`config.mk`:
```
export PLATFORM = sky130hd
export DESIGN_NAME = i2c_cfg_arbiter
export DESIGN_NICKNAME = d
export VERILOG_FILES = /design/src/rtl/i2c_cfg_arbiter_pkg.sv /design/src/rtl/i2c_rr_pick.sv /design/src/rtl/i2c_cfg_arbiter.sv
export SDC_FILE = /design/constraint.sdc
export NUM_CORES = 1
export LEC_CHECK = 0
export CORE_AREA = 5 5 82 84
export CTS_CLUSTER_SIZE = 30
export DETAILED_ROUTE_END_ITERATION = 12
export DIE_AREA = 0 0 87 89
export PLACE_DENSITY = 0.79
export SLEW_MARGIN = 15
export SYNTH_ARGS = -nofsm -noshare
export SYNTH_HDL_FRONTEND = slang
export SYNTH_HIERARCHICAL = 1
export SYNTH_SLANG_ARGS = --single-unit
export TNS_END_PERCENT = 30
```
`constraint.sdc`:
```
create_clock -name iCLK -period 2.22 [get_ports iCLK]
set_input_delay 0.222 -clock iCLK [delete_from_list [all_inputs] [get_ports iCLK]]
set_output_delay 0.222 -clock iCLK [all_outputs]
set_load 0.005 [all_outputs]
```
`src/rtl/i2c_cfg_arbiter_pkg.sv`:
```
// Shared constants for the I2C configuration path: transfer width and arbiter state encodings.
// Also used by the config sequencers; no logic, no latency, no flow control.
package i2c_cfg_arbiter_pkg;

    localparam int XFER_W = 24;
    localparam int PTR_W  = 2;
    localparam int TMR_W  = 12;
    localparam int RTY_W  = 4;

    localparam logic [2:0] ST_IDLE  = 3'd0;
    localparam logic [2:0] ST_START = 3'd1;
    localparam logic [2:0] ST_BUSY  = 3'd2;
    localparam logic [2:0] ST_OK    = 3'd3;
    localparam logic [2:0] ST_FAIL  = 3'd4;

endpackage

```
`src/rtl/i2c_rr_pick.sv`:
```
// Round-robin pick: first requester after last_i (wrapping); combinational, zero latency.
// No backpressure: a pure function of the request vector and pointer.
module i2c_rr_pick
    import i2c_cfg_arbiter_pkg::*;
#(
    parameter int N_REQ = 2
) (
    input  logic [N_REQ-1:0] req_i,
    input  logic [PTR_W-1:0] last_i,
    output logic [N_REQ-1:0] gnt_o,
    output logic [PTR_W-1:0] idx_o
);

    logic found;

    always_comb begin
        gnt_o = '0;
        idx_o = '0;
        found = 1'b0;
        for (int k = 1; k <= N_REQ; k++) begin
            for (int i = 0; i < N_REQ; i++) begin
                if (!found && req_i[i] && (i == ((int'(last_i) + k) % N_REQ))) begin
                    found    = 1'b1;
                    gnt_o[i] = 1'b1;
                    idx_o    = PTR_W'(i);
                end
            end
        end
    end

endmodule

```
`src/rtl/i2c_cfg_arbiter.sv`:
```
// Round-robin share of one I2C controller; grant 1 cycle after request, done 1 cycle after END.
// Requesters hold iREQ until oDONE; one transfer outstanding, NACK retry and per-phase timeout.
module i2c_cfg_arbiter
    import i2c_cfg_arbiter_pkg::*;
#(
    parameter int N_REQ     = 2,
    parameter int MAX_RETRY = 2,
    parameter int TIMEOUT   = 4095
) (
    input  logic                    iCLK,
    input  logic                    iRST_N,
    input  logic [N_REQ-1:0]        iREQ,
    input  logic [XFER_W*N_REQ-1:0] iREQ_DATA,
    output logic [N_REQ-1:0]        oDONE,
    output logic [N_REQ-1:0]        oERR,
    output logic [N_REQ-1:0]        oGNT,
    output logic [XFER_W-1:0]       oI2C_DATA,
    output logic                    oI2C_GO,
    input  logic                    iI2C_END,
    input  logic                    iI2C_ACK
);

    logic [2:0]        state_q, state_d;
    logic [N_REQ-1:0]  gnt_q, gnt_d;
    logic [PTR_W-1:0]  idx_q, idx_d;
    logic [PTR_W-1:0]  ptr_q, ptr_d;
    logic [XFER_W-1:0] data_q, data_d;
    logic              go_q, go_d;
    logic [RTY_W-1:0]  retry_q, retry_d;
    logic [TMR_W-1:0]  timer_q, timer_d;

    logic [N_REQ-1:0]  pick_gnt;
    logic [PTR_W-1:0]  pick_idx;
    logic [XFER_W-1:0] pick_dat;
    logic              tmo_hit;

    i2c_rr_pick #(.N_REQ(N_REQ)) u_pick (
        .req_i  (iREQ),
        .last_i (ptr_q),
        .gnt_o  (pick_gnt),
        .idx_o  (pick_idx)
    );

    always_comb begin
        pick_dat = '0;
        for (int i = 0; i < N_REQ; i++) begin
            if (pick_idx == PTR_W'(i)) pick_dat = iREQ_DATA[i*XFER_W +: XFER_W];
        end
    end

    assign tmo_hit = (timer_q == TMR_W'(TIMEOUT));

    always_comb begin
        state_d = state_q;
        gnt_d   = gnt_q;
        idx_d   = idx_q;
        ptr_d   = ptr_q;
        data_d  = data_q;
        go_d    = go_q;
        retry_d = retry_q;
        timer_d = timer_q;
        case (state_q)
            ST_IDLE: begin
                if (|iREQ) begin
                    state_d = ST_START;
                    gnt_d   = pick_gnt;
                    idx_d   = pick_idx;
                    data_d  = pick_dat;
                    timer_d = '0;
                end
            end
            // END must be seen low first so a stale END from the last transfer is not taken as completion
            ST_START: begin
                if (!iI2C_END) begin
                    state_d = ST_BUSY;
                    go_d    = 1'b1;
                    timer_d = '0;
                end else if (tmo_hit) begin
                    state_d = ST_FAIL;
                    go_d    = 1'b0;
                end else begin
                    go_d    = 1'b1;
                    timer_d = timer_q + 1'b1;
                end
            end
            ST_BUSY: begin
                if (iI2C_END) begin
                    go_d = 1'b0;
                    if (!iI2C_ACK) begin
                        state_d = ST_OK;
                    end else if (retry_q < RTY_W'(MAX_RETRY)) begin
                        state_d = ST_START;
                        retry_d = retry_q + 1'b1;
                        timer_d = '0;
                    end else begin
                        state_d = ST_FAIL;
                    end
                end else if (tmo_hit) begin
                    state_d = ST_FAIL;
                    go_d    = 1'b0;
                end else begin
                    timer_d = timer_q + 1'b1;
                end
            end
            ST_OK, ST_FAIL: begin
                state_d = ST_IDLE;
                gnt_d   = '0;
                go_d    = 1'b0;
                ptr_d   = idx_q;
                retry_d = '0;
                timer_d = '0;
            end
            default: begin
                state_d = ST_IDLE;
                gnt_d   = '0;
                go_d    = 1'b0;
            end
        endcase
    end

    always_ff @(posedge iCLK or negedge iRST_N) begin
        if (!iRST_N) begin
            state_q <= ST_IDLE;
            gnt_q   <= '0;
            idx_q   <= '0;
            ptr_q   <= PTR_W'(N_REQ - 1);
            data_q  <= '0;
            go_q    <= 1'b0;
            retry_q <= '0;
            timer_q <= '0;
        end else begin
            state_q <= state_d;
            gnt_q   <= gnt_d;
            idx_q   <= idx_d;
            ptr_q   <= ptr_d;
            data_q  <= data_d;
            go_q    <= go_d;
            retry_q <= retry_d;
            timer_q <= timer_d;
        end
    end

    assign oGNT      = gnt_q;
    assign oI2C_DATA = data_q;
    assign oI2C_GO   = go_q;
    assign oDONE     = ((state_q == ST_OK) || (state_q == ST_FAIL)) ? gnt_q : '0;
    assign oERR      = (state_q == ST_FAIL) ? gnt_q : '0;

endmodule

```
==> flow_metrics.env <==
export IMPL_status="complete, no violations"
export IMPL_pwr_share_seq_pct=41.0
export IMPL_crit_required_ns=2.00
export IMPL_vias=2292
export IMPL_drtPass1Iterations=4
export IMPL_worst_pin_slew_ns=0.552
export IMPL_postSynthAreaPerCell_sq_um=9.64
export IMPL_p_sw_w=0.00122
export IMPL_setup_ws_ns=0.101
export IMPL_switching_share_pct=35.0
export IMPL_clk_path_buf_depth=2
export IMPL_dp_slack_ns=0.292
export IMPL_critical_path_class="flop to primary output"
export IMPL_std_cell_rows=28
export IMPL_die_y_um=89
export IMPL_port_buffers=84
export IMPL_via_per_inst=5.43
export IMPL_syn_inst=271
export IMPL_ioPinCount=85
export IMPL_total_power_w=0.00349
export IMPL_drt_wl_total_um=6290
export IMPL_cts_max_level=2
export IMPL_cellLeakagePower_nw=1.54
export IMPL_p_clk_share_pct=14.2
export IMPL_finalCritPeriodShare_pct=95.5
export IMPL_grt_max_degree=49
export IMPL_final_antenna_net_count=0
export IMPL_start_util_pct=44.7
export IMPL_finalSetupViolations=0
export IMPL_combPwrFrac_pct=44.8
export IMPL_slew_headroom_pct=63.2
export IMPL_core_sq_um=5850
export IMPL_num_nets_final=402
export IMPL_wl_per_cell_um=14.9
export IMPL_dp_hpwl_um=4850
export IMPL_numCtsBuffers=5
export IMPL_cts_setup_buffers=0
export IMPL_syn_nets=327
export IMPL_grt_pass1_vias=2237
export IMPL_vdd_drop_max_mv=0.559
export IMPL_clkLatencyLatePin_ns=0.30
export IMPL_num_antenna_cells=0
export IMPL_cts_sinks=48
export IMPL_tns_ns=0
export IMPL_whs_ns=0.437
export IMPL_maxSlewViolCount=0
export IMPL_p_int_w=0.00227
export IMPL_final_hold_viol_count=0
export IMPL_fin_skew_ns=0.00957
export IMPL_synthToLayoutAreaGrowth_pct=37.5
export IMPL_cp_data_arrival_time_ns=1.90
export IMPL_clk_pin_slew_ns=0.09
export IMPL_yosys_warnings=6
export IMPL_drc=0
export IMPL_grt_pass1_wl_um=10500
export IMPL_die_width_um=87
export IMPL_maxCapViolCount=0
export IMPL_antenna_found_initial=0
export IMPL_drive_above_1_share_pct=6.05
export IMPL_path_max_fanout=16
export IMPL_cp_end_kind="primary output"
export IMPL_p_per_area_nw_per_um2=973
export IMPL_grt_usage_pct=17.3
export IMPL_fmax_mhz=472
export IMPL_gp_congestion=0.845
export IMPL_cts_tree="done"
export IMPL_netlist_area_sq_um=2610
export IMPL_hp_class="input port to async pin"
export IMPL_rsz0062_at_grt="false"
export IMPL_die_area_sq_um=7740
export IMPL_cp_start_kind="flop"
export IMPL_drtIter0Drc=96
export IMPL_min_period_ns=2.12
export IMPL_gr_total_overflow=0
export IMPL_clockRootBuffer="clkbuf_8"
==> stage by stage <==
step	instance area, sq um	utilization [%]	instances
6_report	3590	61.4	422
3_3_place_gp	3500	59.8	413
2_1_floorplan	2610	-	271
5_1_grt	3590	61.4	422
4_1_cts	3590	61.4	422
3_5_place_dp	3500	59.8	413
==> final timing paths <==
path	endpoint	slack (ns)	from	cells past startpoint
worst max-delay path	oDONE[0]	0.10	state_q[0]	5
worst min-delay path	timer_q[5]	0.44	iRST_N	2
worst max register to register	state_q[1]	0.49	timer_q[0]	6
worst min register to register	oI2C_DATA[8]	0.48	oI2C_DATA[8]	2
max in group asynchronous	ptr_q[0]	1.18	iRST_N	3
min in group iCLK	oI2C_DATA[8]	0.48	oI2C_DATA[8]	2
==> metal layers <==
| metal | up-vias | track usage, % | share of wire, % |
|---|---|---|---|
| met1 | 1101 | 20.3 | 39 |
| met5 | - | 0 | 0 |
| li1 | 1125 | - | - |
| met3 | 7 | 6.54 | 7.8 |
| met4 | 0 | 4.39 | 0.89 |
| met2 | 59 | 29.9 | 52 |
==> power groups by stage <==
stage,registers [W],clock network (W),logic (W)
2_1_floorplan,0.00138,0,0.000887
3_3_place_gp,0.00142,0,0.00153
3_5_place_dp,0.00145,0,0.00158
4_1_cts,0.00143,0.000517,0.00159
5_1_grt,0.00149,0.000565,0.00175
6_report,0.00143,0.000496,0.00157
==> flip-flops by register name, indices dropped and copies added (netlist names) <==
signal     count
state_q        3
idx_q          1
oGNT           2
oI2C_GO        1
retry_q        4
timer_q       12
oI2C_DATA     24
ptr_q          1
==> what timing repair did <==
action / CTS / global route
pin swaps: 0 / 0
endpoints found under the hold margin: 23 / 0
hold buffers: 1 / 0
endpoints found under the setup margin: 2 / 2
gates resized for setup: 1 / 1
==> critical path: stages, from the launching register on <==
cell,delay [ns]
dfrtp_2,0.53
nor2_4,0.18
nand2_1,0.10
o21ai_4,0.13
and2_1,0.16
clkdlybuf4s50_1,0.51
==> cell type report <==
cell class / instances / area [sq um]
fill: 519 / 2260
sequential: 48 / 1200
timing repair buffer: 89 / 913
multi-input combinational: 196 / 1280
clock buffer: 8 / 80.1
tap: 75 / 93.8
inverter: 6 / 22.5
==> cells in the final DEF (no fill, tap or decap), types with 3 or more instances in the layout <==
cell type        instances
nand3_1                  8
nand2_1                 41
a31oi_1                  4
clkbuf_1                 3
mux2i_1                 26
a22oi_1                  4
buf_12                   3
and3_1                   7
clkdlybuf4s50_1         83
and2_1                   5
o31ai_1                 26
clkbuf_8                 5
o21ai_0                  3
inv_1                    6
nor2_1                  18
a41oi_1                  3
a21oi_1                 15
dfrtp_1                 45
(Power assumes the default switching activity.)
